$ cat src/rtl/uart_pkg.sv
// Shared UART constants for the receiver and transmitter at 20 MHz / 256000 baud.
// Also holds the receiver state encoding.
package uart_pkg;

  // 20 MHz / 256000 baud = 78.125, so one bit lasts 79 SYS_CLK cycles (counter 0..78).
  localparam logic [15:0] BAUD_CNT_END = 16'd78;
  localparam logic [15:0] SAMPLE_POINT = BAUD_CNT_END / 16'd2;

  localparam int unsigned DATA_BITS = 8;

  localparam logic [1:0] RX_IDLE  = 2'd0;
  localparam logic [1:0] RX_START = 2'd1;
  localparam logic [1:0] RX_DATA  = 2'd2;
  localparam logic [1:0] RX_STOP  = 2'd3;

endpackage

$ cat src/rtl/uart_rx_sync.sv
// Two-flop synchronizer for the asynchronous Rxd pin, plus a third flop for falling-edge detection.
// All flops preset to 1 so that reset looks like an idle line and no false edge is seen.
module uart_rx_sync (
  input  logic SYS_CLK,
  input  logic RST_N,
  input  logic Rxd,
  output logic rxd_s,
  output logic rxd_fall
);

  logic meta_q;
  logic sync_q;
  logic prev_q;

  always_ff @(posedge SYS_CLK or negedge RST_N) begin
    if (!RST_N) begin
      meta_q <= 1'b1;
      sync_q <= 1'b1;
      prev_q <= 1'b1;
    end else begin
      meta_q <= Rxd;
      sync_q <= meta_q;
      prev_q <= sync_q;
    end
  end

  assign rxd_s    = sync_q;
  assign rxd_fall = prev_q & ~sync_q;

endmodule

$ cat src/rtl/uart_rx_byte.sv
// 8N1 UART receiver: samples each bit at mid-period and delivers bytes with a one-cycle done strobe.
// The frame ends at mid-stop-bit so a start bit directly after the stop bit is still caught.
module uart_rx_byte
  import uart_pkg::*;
(
  input  logic       SYS_CLK,
  input  logic       RST_N,
  input  logic       Rxd,
  output logic [7:0] data_out,
  output logic       rx_done,
  output logic       frame_err,
  output logic       rx_busy
);

  logic        rxd_s;
  logic        rxd_fall;

  logic [1:0]  state_q, state_d;
  logic [15:0] baud_q, baud_d;
  logic [3:0]  bit_q, bit_d;
  logic [7:0]  shift_q, shift_d;
  logic [7:0]  data_q, data_d;
  logic        done_q, done_d;
  logic        ferr_q, ferr_d;

  logic        baud_wrap;
  logic        sample_now;
  logic [15:0] baud_inc;

  uart_rx_sync u_sync (
    .SYS_CLK  (SYS_CLK),
    .RST_N    (RST_N),
    .Rxd      (Rxd),
    .rxd_s    (rxd_s),
    .rxd_fall (rxd_fall)
  );

  assign baud_wrap  = (baud_q == BAUD_CNT_END);
  assign sample_now = (baud_q == SAMPLE_POINT);
  assign baud_inc   = baud_wrap ? 16'd0 : baud_q + 16'd1;

  always_comb begin
    state_d = state_q;
    baud_d  = baud_q;
    bit_d   = bit_q;
    shift_d = shift_q;
    data_d  = data_q;
    done_d  = 1'b0;
    ferr_d  = 1'b0;

    case (state_q)
      RX_IDLE: begin
        baud_d = 16'd0;
        bit_d  = 4'd0;
        if (rxd_fall) begin
          state_d = RX_START;
        end
      end

      RX_START: begin
        baud_d = baud_inc;
        // A start bit that is high again at mid-bit was only a glitch.
        if (sample_now && rxd_s) begin
          state_d = RX_IDLE;
          baud_d  = 16'd0;
        end else if (baud_wrap) begin
          state_d = RX_DATA;
          bit_d   = 4'd0;
        end
      end

      RX_DATA: begin
        baud_d = baud_inc;
        if (sample_now) begin
          shift_d = {rxd_s, shift_q[7:1]};
        end
        if (baud_wrap) begin
          if (bit_q == 4'(DATA_BITS - 1)) begin
            state_d = RX_STOP;
            bit_d   = 4'd0;
          end else begin
            bit_d = bit_q + 4'd1;
          end
        end
      end

      RX_STOP: begin
        baud_d = baud_inc;
        if (sample_now) begin
          if (rxd_s) begin
            data_d = shift_q;
            done_d = 1'b1;
          end else begin
            ferr_d = 1'b1;
          end
          state_d = RX_IDLE;
          baud_d  = 16'd0;
        end
      end

      default: begin
        state_d = RX_IDLE;
        baud_d  = 16'd0;
        bit_d   = 4'd0;
      end
    endcase
  end

  always_ff @(posedge SYS_CLK or negedge RST_N) begin
    if (!RST_N) begin
      state_q <= RX_IDLE;
      baud_q  <= 16'd0;
      bit_q   <= 4'd0;
      shift_q <= 8'd0;
      data_q  <= 8'd0;
      done_q  <= 1'b0;
      ferr_q  <= 1'b0;
    end else begin
      state_q <= state_d;
      baud_q  <= baud_d;
      bit_q   <= bit_d;
      shift_q <= shift_d;
      data_q  <= data_d;
      done_q  <= done_d;
      ferr_q  <= ferr_d;
    end
  end

  assign data_out  = data_q;
  assign rx_done   = done_q;
  assign frame_err = ferr_q;
  assign rx_busy   = (state_q != RX_IDLE);

endmodule

$ cat config.mk
export PLATFORM = sky130hd
export DESIGN_NAME = uart_rx_byte
export DESIGN_NICKNAME = d
export VERILOG_FILES = /design/src/rtl/uart_pkg.sv /design/src/rtl/uart_rx_sync.sv /design/src/rtl/uart_rx_byte.sv
export SDC_FILE = /design/constraint.sdc
export NUM_CORES = 1
export LEC_CHECK = 0
export BUFFER_PORTS_ARGS = -buffer_cell sky130_fd_sc_hd__buf_2
export CAP_MARGIN = 20
export CORE_MARGIN = 2
export CORE_UTILIZATION = 25
export DETAILED_ROUTE_END_ITERATION = 8
export GPL_TIMING_DRIVEN = 0
export PLACE_DENSITY = 0.49
export SYNTH_ARGS = -nofsm -noshare
export SYNTH_HDL_FRONTEND = slang
export SYNTH_SLANG_ARGS = --single-unit
$ cat constraint.sdc
create_clock -name SYS_CLK -period 2.34 [get_ports SYS_CLK]
set_clock_uncertainty 0.1 [all_clocks]
set_input_delay 0.234 -clock SYS_CLK [delete_from_list [all_inputs] [get_ports SYS_CLK]]
set_output_delay 0.234 -clock SYS_CLK [all_outputs]
set_load 0.005 [all_outputs]
==> results.md <==
* CTS tree: done
* Avg Synthesized Cell Area at 11.7 um^2
* Mapped Cells at 181
* Hold WC Path Type: in2async
* Row count at 33
* Final Setup Violations at 0
* Fmax at 474 MHz
* Seq cells post-synth at 43
* EDFF count, synth at 0
* Setup TNS at 0 ns
* Initial core utilization at 0.258
* Endpoint class of the critical path: flop
* Fin nets at 210
* Async SR Flop Fraction at 1.00
* DRC viols at 0
* Core box area at a little over 8000 um^2
* Startpoint types: flop
* Max-slew headroom at 0.712
* # port buffers at 13
* Synth Flop Type: dfrtp_1
* Crit path required time at 2.43 ns
* Power Density at ~840 nW/um^2
* Die width at 96.0 um
* Switching Share at 0.313
* H-tree levels at 2
* CP Class: reg2reg
* Clock power share at 0.330
* Power Internal at 1430 uW
* Max Fanout on Critical Path at 8
* Syn Nets at about 190
* Drt first-iter violations at just over 70
* WL/cell at around 13 um
* Power share of the combinational group at 0.245
* Clock root buffer: clkbuf_8
* WL final at 4.14 mm
* Final slew viol count at 0
* GR Overflow Total at 0
* Hold Fails Final Rpt at 0
* Die H at approximately 96 um
* Number of post-CTS setup repair buffers at 0
* Synth cell count leaders: dfrtp_1, nor3_1, mux2_2
* Most common cell in the netlist: dfrtp_1
* Reg-to-reg setup timing slack at around 0.23 ns
* First-pass GRT wire length at 7.10 mm
* Clk sink count at 43
* GRT Total Usage at 0.0990
* Pwr Total at between 2000 and 2500 uW
* # IOs at 14
* Final min period at between 2 and 2.5 ns
* WP data arrival at 2.20 ns
* Avg Vias per Cell at approximately 4.6
* Crit share post-route at 0.902
* Post-Syn Area at 2120 um^2
* P&R area growth vs syn at 17.4%
* Post-synthesis sequential area ratio at 0.510
* CTS buffer count at 5
* RD Place Congestion at 0.770
* DP Wirelength at between 2 and 3 mm
* NetSw at 651 uW
* Yosys top cell by area: dfrtp_1
* Clock transition at path regs at approximately 0.08 ns
* RSZ-0062 raised after global routing: no
* TritonRoute pass-1 iters at 6
* Yosys top cell area share at 0.473
* Vias at about 1400
* Share of layout cells above drive strength 1 at 0.302
* Slew @ Worst Pin at 0.428 ns
* Lkg Pwr at 0.00114 uW
* Number of diodes at 0
* Flop pwr share at 0.425
* Yosys cell types at 44
* Largest cells by area after synthesis: dfrtp_1, mux2_2, nor3_1, dfstp_2, xnor2_1
* Max cap viols at 0
* Outcome: complete, no violations
* Antenna violations before repair at 0
* Antenna Violating Nets Remaining at 0
* Largest net degree at the start of global routing at 44
* Clock Latency Late Sink at 0.29 ns
* Peak supply drop at between 0.2 and 0.3 mV
* Die area at 9220 um^2
* Clk buf depth at 2
* Warning count from the yosys run at 0
* Vias in the first global route at 1404
## cells in the final DEF (no fill, tap or decap), drive strengths merged, types with 2 or more instances in the layout
cell type	n
clkbuf	8
and3b	2
dfrtp	40
nor4	6
nand2	9
inv	5
bufinv	2
dlygate4sd3	2
or2	2
ha	3
mux2	17
buf	20
xnor2	8
and4	3
nand4	10
o21ai	4
nor2	8
nand3	8
dfstp	3
xor2	6
nor2b	2
nor3	21
## flip-flops by register name (all words and copies together) (netlist names), named ones only
signal,count
baud_q,16
bit_q,4
data_out,8
frame_err,1
rx_done,1
shift_q,8
state_q,1
u_sync.meta_q,1
u_sync.prev_q,1
u_sync.rxd_s,1
## per-stage QoR
| step | setup WS [ns] | std cells | instance area, um^2 | utilization | hold WS, ns |
|---|---|---|---|---|---|
| 2_1_floorplan | 0.448 | 181 | 2120 | - | -0.162 |
| 3_5_place_dp | 0.208 | 299 | 2310 | 0.282 | 0.247 |
| 5_1_grt | 0.0859 | 310 | 2490 | 0.303 | 0.262 |
| 3_3_place_gp | 0.183 | 299 | 2310 | 0.282 | 0.246 |
| 4_1_cts | 0.203 | 308 | 2460 | 0.299 | 0.0347 |
| 6_report | 0.230 | 310 | 2490 | 0.303 | 0.259 |
## metal layers
metal  wire length (um)  global-route usage
met5                  0                   0
met4                 54              0.0333
met3                105              0.0266
met2               1810               0.142
met1               2170               0.143
## layout make-up
| type | count | area, um^2 |
|---|---|---|
| buffer | 8 | 40.0 |
| clock buffer | 6 | 72.6 |
| clock inverter | 2 | 60.1 |
| fill | 837 | 5730 |
| inverter | 5 | 18.8 |
| multi-input combinational | 125 | 978 |
| sequential | 43 | 1080 |
| tap | 105 | 131 |
| timing repair buffer | 16 | 105 |
## power by group through the flow
stage	clock (uW)	combinational [uW]	sequential, uW
final	688	509	885
after global routing	730	590	894
after CTS	708	510	884
after detailed placement	0	504	898
after global placement	0	503	898
after floorplan	0	383	882
## cell families after synthesis
logic type	Yosys count	share of synthesized area
AOI/OAI and AO/OA	14	0.0532
DFF	43	0.510
muxes	17	0.0904
and+or+nand+nor	76	0.238
adders and majority gates	4	0.0231
xor gates and xnor gates	14	0.0579
buffers and inverters	13	0.0278
## critical path, cell delays in order, from the launching register on
cell and delay, ns:
dfrtp_1 0.47, nor4_4 0.47, nand4_2 0.29, nor2_4 0.31, mux2_2 0.37
## path summary, 6_finish.rpt
path	startpoint	to	cells past startpoint
hold reg to reg	u_sync.meta_q$_DFF_PN1_	u_sync.rxd_s$_DFF_PN1_	0
max in group asynchronous	RST_N	u_sync.prev_q$_DFF_PN1_	3
min in group SYS_CLK	u_sync.meta_q$_DFF_PN1_	u_sync.rxd_s$_DFF_PN1_	0
hold / removal	RST_N	data_out[0]$_DFFE_PN0P_	2
setup / recovery	baud_q[12]$_DFF_PN0_	shift_q[6]$_DFFE_PN0P_	4
setup reg to reg	baud_q[12]$_DFF_PN0_	shift_q[6]$_DFFE_PN0P_	4
## timing repair
action,4_1_cts,5_1_grt
resized for setup,0,0
hold endpoints to repair,1,12
hold buffers,1,1
No activity file was read; power rests on OpenSTA's default activity.
